### src/rtl/pbuf2pe.sv
// Read-side sequencer for the 4-bank parameter buffer and the bias buffer.
// Reads one bias word, then replays a pbuf address range to the PE array through a 2-entry skid FIFO.
module pbuf2pe #(
  parameter int BUF_DEPTH = 256,
  parameter int ADDR_W    = $clog2(BUF_DEPTH),
  parameter int DATA_W    = 16,
  parameter int BATCH     = 4
) (
  input  logic                               i_clk,
  input  logic                               i_rst,
  input  logic                               i_start,
  output logic                               o_busy,
  output logic                               o_done,
  input  logic [ADDR_W-1:0]                  i_rd_base,
  input  logic [ADDR_W:0]                    i_rd_len,
  input  logic [3:0]                         i_rep_num,
  input  logic [ADDR_W-1:0]                  i_bias_addr,
  output logic [3:0]                         o_pbuf_rd_en,
  output logic [3:0][ADDR_W-1:0]             o_pbuf_rd_addr,
  input  logic [3:0][DATA_W*BATCH-1:0]       i_pbuf_rd_data,
  output logic                               o_bbuf_rd_en,
  output logic [ADDR_W-1:0]                  o_bbuf_rd_addr,
  input  logic [DATA_W-1:0]                  i_bbuf_rd_data,
  output logic [3:0][DATA_W*BATCH-1:0]       o_out_data,
  output logic                               o_out_valid,
  input  logic                               i_out_ready,
  output logic                               o_out_last,
  output logic [DATA_W-1:0]                  o_bias_out,
  output logic                               o_bias_valid
);

  localparam int WORD_W = DATA_W * BATCH;
  localparam logic [ADDR_W:0] LEN_ONE = 1;

  typedef logic [3:0][WORD_W-1:0] word_t;
  typedef enum logic [1:0] {S_IDLE, S_BIAS, S_RUN, S_DRAIN} state_t;

  state_t            r_state;
  state_t            w_state_next;

  logic [ADDR_W-1:0] r_base;
  logic [ADDR_W:0]   r_len;
  logic [3:0]        r_rep;
  logic [ADDR_W-1:0] r_bias_addr;
  logic [ADDR_W:0]   r_idx;
  logic [3:0]        r_pass;

  logic              r_inflight;
  logic              r_infl_last;
  logic              r_bias_pend;
  logic [DATA_W-1:0] r_bias_out;
  logic              r_bias_valid;
  logic              r_done;

  word_t             r_fifo_data [2];
  logic [1:0]        r_fifo_last;
  logic              r_rd_ptr;
  logic              r_wr_ptr;
  logic [1:0]        r_cnt;

  logic              w_pop;
  logic              w_room;
  logic              w_start_ok;
  logic              w_word_last;
  logic              w_pass_last;
  logic [1:0]        w_cnt_next;
  logic [ADDR_W-1:0] w_addr;
  logic              w_issue;
  logic              w_bbuf_en;
  logic              w_done_next;

  assign w_pop       = o_out_valid && i_out_ready;
  assign w_start_ok  = (r_state == S_IDLE) && i_start && !r_done;
  assign w_word_last = (r_idx == (r_len - LEN_ONE));
  assign w_pass_last = (r_pass == r_rep);
  assign w_cnt_next  = r_cnt + {1'b0, r_inflight} - {1'b0, w_pop};
  assign w_addr      = r_base + r_idx[ADDR_W-1:0];

  // A read issued now lands in the FIFO two cycles later; count it against the space it will need.
  assign w_room = (({1'b0, r_cnt} + {2'b00, r_inflight} - {2'b00, w_pop}) < 3'd2);

  always_ff @(posedge i_clk) begin
    if (i_rst) r_state <= S_IDLE;
    else       r_state <= w_state_next;
  end

  // NOTE: every signal gets a default before the case so no path leaves it unassigned (no latch).
  always_comb begin
    w_state_next = r_state;
    w_issue      = 1'b0;
    w_bbuf_en    = 1'b0;
    w_done_next  = 1'b0;
    unique case (r_state)
      S_IDLE: begin
        if (w_start_ok) w_state_next = S_BIAS;
      end
      S_BIAS: begin
        w_bbuf_en    = 1'b1;
        w_state_next = (r_len == '0) ? S_DRAIN : S_RUN;
      end
      S_RUN: begin
        if (w_room) begin
          w_issue = 1'b1;
          if (w_word_last && w_pass_last) w_state_next = S_DRAIN;
        end
      end
      S_DRAIN: begin
        if (!r_inflight && (w_cnt_next == 2'd0)) begin
          w_done_next  = 1'b1;
          w_state_next = S_IDLE;
        end
      end
      default: w_state_next = S_IDLE;
    endcase
  end

  // NOTE: sequential state uses non-blocking assignments so every register sees pre-edge values.
  always_ff @(posedge i_clk) begin
    if (i_rst) begin
      r_base       <= '0;
      r_len        <= '0;
      r_rep        <= '0;
      r_bias_addr  <= '0;
      r_idx        <= '0;
      r_pass       <= '0;
      r_inflight   <= 1'b0;
      r_infl_last  <= 1'b0;
      r_bias_pend  <= 1'b0;
      r_bias_out   <= '0;
      r_bias_valid <= 1'b0;
      r_done       <= 1'b0;
      r_rd_ptr     <= 1'b0;
      r_wr_ptr     <= 1'b0;
      r_cnt        <= '0;
      r_fifo_last  <= '0;
      // NOTE: the two skid entries are reset too, so out_data reads zero rather than stale data after reset.
      for (int e = 0; e < 2; e++) r_fifo_data[e] <= '0;
    end else begin
      r_done      <= w_done_next;
      r_bias_pend <= w_bbuf_en;
      r_inflight  <= w_issue;
      r_cnt       <= w_cnt_next;

      if (w_start_ok) begin
        r_base       <= i_rd_base;
        r_len        <= i_rd_len;
        r_rep        <= i_rep_num;
        r_bias_addr  <= i_bias_addr;
        r_idx        <= '0;
        r_pass       <= '0;
        r_bias_valid <= 1'b0;
      end

      if (r_bias_pend) begin
        r_bias_out   <= i_bbuf_rd_data;
        r_bias_valid <= 1'b1;
      end

      if (w_issue) begin
        r_infl_last <= w_word_last;
        if (w_word_last) begin
          r_idx  <= '0;
          r_pass <= r_pass + 4'd1;
        end else begin
          r_idx  <= r_idx + LEN_ONE;
        end
      end

      if (w_pop) r_rd_ptr <= ~r_rd_ptr;

      if (r_inflight) begin
        r_fifo_data[r_wr_ptr] <= i_pbuf_rd_data;
        r_fifo_last[r_wr_ptr] <= r_infl_last;
        r_wr_ptr              <= ~r_wr_ptr;
      end
    end
  end

  assign o_busy         = (r_state != S_IDLE);
  assign o_done         = r_done;
  assign o_pbuf_rd_en   = {4{w_issue}};
  assign o_pbuf_rd_addr = {4{w_addr}};
  assign o_bbuf_rd_en   = w_bbuf_en;
  assign o_bbuf_rd_addr = r_bias_addr;
  assign o_out_data     = r_fifo_data[r_rd_ptr];
  assign o_out_valid    = (r_cnt != 2'd0);
  assign o_out_last     = r_fifo_last[r_rd_ptr];
  assign o_bias_out     = r_bias_out;
  assign o_bias_valid   = r_bias_valid;

endmodule
### config.mk
export PLATFORM = sky130hd
export DESIGN_NAME = pbuf2pe
export DESIGN_NICKNAME = d
export VERILOG_FILES = /design/src/rtl/pbuf2pe.sv
export SDC_FILE = /design/constraint.sdc
export NUM_CORES = 1
export LEC_CHECK = 0
export CORE_MARGIN = 10
export CORE_UTILIZATION = 45
export CTS_CLUSTER_SIZE = 20
export DETAILED_ROUTE_END_ITERATION = 10
export PLACE_DENSITY = 0.74
export SLEW_MARGIN = 20
export SYNTH_ARGS = -nofsm -noshare
export SYNTH_HDL_FRONTEND = slang
export SYNTH_SLANG_ARGS = --single-unit
### constraint.sdc
create_clock -name i_clk -period 11.22 [get_ports i_clk]
set_input_delay 2.244 -clock i_clk [delete_from_list [all_inputs] [get_ports i_clk]]
set_output_delay 2.244 -clock i_clk [all_outputs]
set_load 0.05 [all_outputs]
==> metrics, run 1 <==
status completed; Die H 258 um; CP Cell Sequence clkdlybuf4s50_1 > and2_1 > ha_1 > inv_1 > ha_1 > fa_1 > xor2_1 > nand3b_1 > inv_1 > clkdlybuf4s50_1; Worst setup EP type output pin; largest stage delay on the critical path 900 ps; clock latency on the worst-skew pair 640 ps; area of the multi-input gates 8080 um^2; FF+latch count, synth 584; Slew Limit Fails 0; routed len/inst 22.8 um; final setup skew 40.2 ps; clock share of power 26.0%; Commonest cells post-synth and2_1 (515), edfxtp_1 (512), mux2_2 (256), clkbuf_1 (100), nand2_1 (77); final setup TNS 0 ps; CP Launch Type input pin; Clock Path Buffers 3; H-tree levels 2; Area contributors post-synth edfxtp_1 (60%), and2_1 (13%), mux2_2 (11%); sw frac 37.0%; TritonCTS clock tree built; Final Setup Violations 0; CP Data Required Time 8980 ps; FF/Latch Area 16,800 um^2; Synth area leader edfxtp_1; Syn-to-layout area delta 33.9%; cell count after synthesis 1,811; Finished Layout Cells 3,190; CP arrival 5560 ps; CTS buffer count 61; worst hold slack 457 ps; Final min period 7800 ps; drc violations 0; final wirelength 72.6 mm; relative slew slack 21.3%; hold buffer count at CTS 0; period utilization 69.6%; Cell Int Power 4.69 mW; CTS-repair resized insts 0; core area 56,300 um^2; clk slew on worst S/H paths 60 ps; Max Cap Viol 0; top-count cell post-synth and2_1; Yosys top cell area share 60.1%; Power Density 218 nW/um^2; vias per inst 5.06; placer congestion estimate 0.822; Root Buffer clkbuf_16; final hold vios 0; DRT Pass-1 Iters 5; # rows 87; Buf+Inv Stages, Crit Path 4; Distinct cells, synth 54; measured slew at the worst slew-check pin 1180 ps; Clock Sinks 584; Critical-path top delay cell clkdlybuf4s50_1; largest net degree at the start of global routing 170; overall routing resource usage 20.9%; area of the mapped netlist 25,600 um^2; die width 258 um; via count 16,152; Post-synth EDFFs 512; DP Cell Count 3,069; CP Class in2out; worst hold path type reg2reg; Main synth FF type edfxtp_1; antenna violations before repair 15; switching power 2.76 mW; layout cell share with drive strength beyond 1 15.4%; I/O pin count 627; Syn Nets 2,135; FILL cells 4,388; CP Max Fanout 12; number of buffers added on ports 626; worst vdd ir 0.000169 V; DRT iter0 DRCs 1,031; Avg Inst Size Synth 14.1 um^2; critical path's top delay family buffers and inverters; post-CTS setup buffer count 0; Reg power frac 36.1%; Ys Warns 0; P_leak 12.7 nW; grt total ovfl 0; vias in the first global route 16,854; sequential fraction of the synthesis area 65.8%; RSZ-0062 raised after global routing no; post-route ant nets 0; Async SR Flop Fraction 0%; Die Footprint 66,700 um^2; Post-DP HPWL 50.2 mm; flop-to-flop setup slack 7860 ps; Logic pwr share 37.9%; first-pass GRT wire length 107 mm; fin nets 2,700; Peak Freq 128 MHz; Initial Utilization 45.4%
worst paths after layout:
path	cells past startpoint	start	end
max	10	i_out_ready	o_pbuf_rd_en[0]
min	2	o_bbuf_rd_addr[7]$_SDFFE_PP0P_	o_bbuf_rd_addr[7]$_SDFFE_PP0P_
max reg2reg	13	r_cnt[1]$_SDFF_PP0_	r_pass[2]$_SDFF_PP0_
min reg2reg	2	o_bbuf_rd_addr[7]$_SDFFE_PP0P_	o_bbuf_rd_addr[7]$_SDFFE_PP0P_
cell type report:
class                      instances  share of cell area [%]
antenna                            9                  0.0658
clock buffer                      83                    4.85
clock inverter                    29                   0.724
inverter                          19                   0.208
multi-input combinational       1072                    23.6
sequential                       584                    49.1
tap                              756                    2.76
timing repair buffer             638                    18.6
metrics by stage:
| step | cell area (um^2) | total power [mW] | worst slack (ps) | util, % |
|---|---|---|---|---|
| 2_1_floorplan | 25600 | 4.64 | 2610 | - |
| 3_3_place_gp | 32300 | 5.54 | 3520 | 57.4 |
| 3_5_place_dp | 32300 | 5.57 | 3440 | 57.4 |
| 4_1_cts | 34200 | 7.52 | 3430 | 60.8 |
| 5_1_grt | 34200 | 7.71 | 3220 | 60.8 |
| 6_report | 34200 | 7.45 | 3420 | 60.8 |
routing by layer:
layer  vias up  GRT usage [%]  share of wire (%)
met1      8030           23.7                 38
li1       7488              -                  -
met2       511           36.7                 51
met5         -              0               0.10
met3       111           7.02                8.3
met4        12           6.73                2.9
worst register-to-register path, delay by kind of cell, from the launching register on:
family	cells	cell delay, ps
DFF	1	320
xor gates and xnor gates	1	200
AOI/OAI and AO/OA	1	150
buffers and inverters	3	590
and+or+nand+nor	5	1200
adders and majority gates	3	840
cells by family (layout without fill, tap and decap cells):
group | count (synthesis) | in the layout | share of synthesized area [%]
multiplexers | 273 | 273 | 11.9
buffers and inverters | 155 | 769 | 2.77
XOR/XNOR | 29 | 29 | 1.02
AND/OR/NAND/NOR | 679 | 679 | 15.8
AO/OA/AOI/OAI | 72 | 72 | 1.67
adder cells (fa/ha/maj) | 19 | 19 | 0.989
flip-flops | 584 | 584 | 65.8
other | 0 | 9 | 0
flip-flops by register name, summed over array words and instances (netlist names), 2 cells and up, named ones only:
register	count
r_cnt	2
r_fifo_data	512
r_base	8
r_fifo_last	2
r_rep	4
o_bias_out	16
o_bbuf_rd_addr	8
r_idx	9
r_pass	4
r_len	9
r_state	2
power groups by stage:
stage / sequential, mW / clock (mW) / combinational, mW
3_3_place_gp: 2.72 / 0 / 2.82
2_1_floorplan: 2.77 / 0 / 1.88
5_1_grt: 2.71 / 2.07 / 2.94
3_5_place_dp: 2.74 / 0 / 2.83
6_report: 2.69 / 1.94 / 2.82
4_1_cts: 2.69 / 1.99 / 2.85
placed cells by master, fill, tap and decap left out, types with 4 or more instances in the layout:
cell,n
buf_4,10
o21ai_0,8
and2_1,515
clkinv_1,10
nand3b_1,4
ha_1,17
nor2b_1,5
clkbuf_16,62
nand2_1,76
nor2_1,27
or3_1,5
xnor2_1,17
edfxtp_1,512
mux2_2,256
a31oi_1,4
clkdlybuf4s50_1,625
clkinv_2,11
a21o_1,4
diode_2,9
mux2i_1,17
xor2_1,11
nand3_1,14
nand2b_1,5
a21oi_1,43
inv_1,19
clkbuf_1,18
dfxtp_1,71
No activity file was read; power rests on OpenSTA's default activity.
==> inputs of run 2 (changes only) <==
==> constraint.sdc (replaced) <==
create_clock -name i_clk -period 8 [get_ports i_clk]
set_input_delay 1.6 -clock i_clk [delete_from_list [all_inputs] [get_ports i_clk]]
set_output_delay 1.6 -clock i_clk [all_outputs]
set_load 0.05 [all_outputs]
==> metrics, run 2 (synthesis gave the netlist of run 1 again) <==
P_leak 12.7 nW; post-CTS setup buffer count 0; TritonCTS clock tree built; vias per inst 5.02; CP Launch Type input pin; CP Max Fanout 12; post-route ant nets 0; Die H 258 um; period utilization 81.3%; via count 16,059; Clock Sinks 584; drc violations 0; Clock Path Buffers 3; CP Cell Sequence clkdlybuf4s50_1 > and2_1 > ha_1 > inv_1 > ha_1 > fa_1 > xor2_1 > nand3b_1 > inv_1 > clkdlybuf4s50_1; CP arrival 4900 ps; hold buffer count at CTS 0; worst r2r src r_cnt[1]$_SDFF_PP0_; Max Cap Viol 0; Syn-to-layout area delta 34.6%; H-tree levels 2; critical path's top delay family buffers and inverters; placer congestion estimate 0.812; Post-DP HPWL 50.0 mm; antenna violations before repair 20; final wirelength 72.5 mm; overall routing resource usage 20.8%; final hold vios 0; Cell Int Power 6.75 mW; Reg power frac 35.5%; Power Density 309 nW/um^2; final setup TNS 0 ps; first-pass GRT wire length 106 mm; DRT iter0 DRCs 932; die width 258 um; measured slew at the worst slew-check pin 1060 ps; I/O pin count 627; clock latency on the worst-skew pair 630 ps; # rows 87; hold_sp o_bbuf_rd_addr[3]$_SDFFE_PP0P_; Worst R2R Path Depth 13; most flop-heavy register r_fifo_data; DRT Pass-1 Iters 5; final setup skew 34.1 ps; Die Footprint 66,700 um^2; sw frac 36.6%; largest stage delay on the critical path 890 ps; Final Setup Violations 0; Logic pwr share 37.1%; CTS buffer count 60; worst vdd ir 0.000218 V; clk slew on worst S/H paths 60 ps; most frequent cells in the layout clkdlybuf4s50_1 (625), and2_1 (515), edfxtp_1 (512); PnR worst setup slack 1500 ps; relative slew slack 29.6%; clock share of power 27.3%; CP Data Required Time 6400 ps; commonest non-fill, non-tap cell in the layout clkdlybuf4s50_1; layout cell share with drive strength beyond 1 15.9%; core area 56,300 um^2; routed len/inst 22.7 um; Largest register FFs 512; hold depth 2; worst hold path type reg2reg; Initial Utilization 45.4%; grt total ovfl 0; Critical-path top delay cell clkdlybuf4s50_1; number of buffers added on ports 626; Crit path depth 10; status completed; CTS-repair resized insts 0; Final min period 6500 ps; CP startpoint i_out_ready; pre-CTS setup slack 1520 ps; switching power 3.89 mW; Buf+Inv Stages, Crit Path 4; Worst setup EP type output pin; vias in the first global route 16,904; CP Class in2out; largest net degree at the start of global routing 161; Slew Limit Fails 0; fin nets 2,701; RSZ-0062 raised after global routing no; Root Buffer clkbuf_16; Peak Freq 154 MHz
run 2: changes by cell type in the layout (fill, tap and decap cells not counted), sizes merged:
cell      before  now
clkbuf        83   76
diode          9   11
bufinv         3    9
clkinvlp       0    7
buf           13   15
clkinv        23   19
run 2: worst paths after layout:
check | end | slack [ps]
worst max-delay path | o_pbuf_rd_en[3] | 1500
worst min-delay path | o_bbuf_rd_addr[3]$_SDFFE_PP0P_ | 460
worst max register to register | r_pass[2]$_SDFF_PP0_ | 4650
worst min register to register | o_bbuf_rd_addr[3]$_SDFFE_PP0P_ | 460
run 2: per-stage QoR:
step | instances | hold slack (ps) | util, % | power [mW] | area (um^2)
3_5_place_dp | 3071 | 457 | 57.4 | 7.81 | 32300
5_1_grt | 3194 | 490 | 61.1 | 11.0 | 34400
2_1_floorplan | 1811 | 441 | - | 6.51 | 25600
4_1_cts | 3185 | 465 | 61.1 | 10.7 | 34400
3_3_place_gp | 3071 | 444 | 57.4 | 7.77 | 32300
6_report | 3196 | 462 | 61.1 | 10.6 | 34400
run 2: power by group through the flow:
stage / clock, mW / combinational (mW) / sequential, mW
3_5_place_dp: 0 / 3.97 / 3.85
6_report: 2.91 / 3.95 / 3.78
3_3_place_gp: 0 / 3.95 / 3.82
4_1_cts: 2.97 / 3.99 / 3.78
5_1_grt: 3.08 / 4.11 / 3.81
2_1_floorplan: 0 / 2.63 / 3.88
run 2: area by class of cell:
| type | instances | area (um^2) |
|---|---|---|
| fillers | 4331 | 21900 |
| flip-flops and latches | 584 | 16800 |
| multi-input cells | 1072 | 8080 |
| repair buffers | 640 | 6400 |
| clock buffers | 76 | 1600 |
| well taps | 756 | 946 |
| clock inverters | 38 | 464 |
| inverters | 19 | 71.3 |
| diodes | 11 | 27.5 |
run 2: worst min-delay path, delay by kind of cell, from the launching register on:
kind,cells,cell delay (ps)
DFF,1,310
and+or+nand+nor,1,50
AOI/OAI and AO/OA,1,50
run 2: layer usage:
layer | global-route usage (%) | routed length (um) | part of all wire (%) | up-vias
met5 | 0 | 114 | 0.16 | -
met4 | 6.85 | 1900 | 2.6 | 20
met3 | 7.34 | 6170 | 8.5 | 108
met2 | 36.2 | 37400 | 51 | 493
met1 | 23.6 | 27000 | 37 | 7965
li1 | - | - | - | 7473
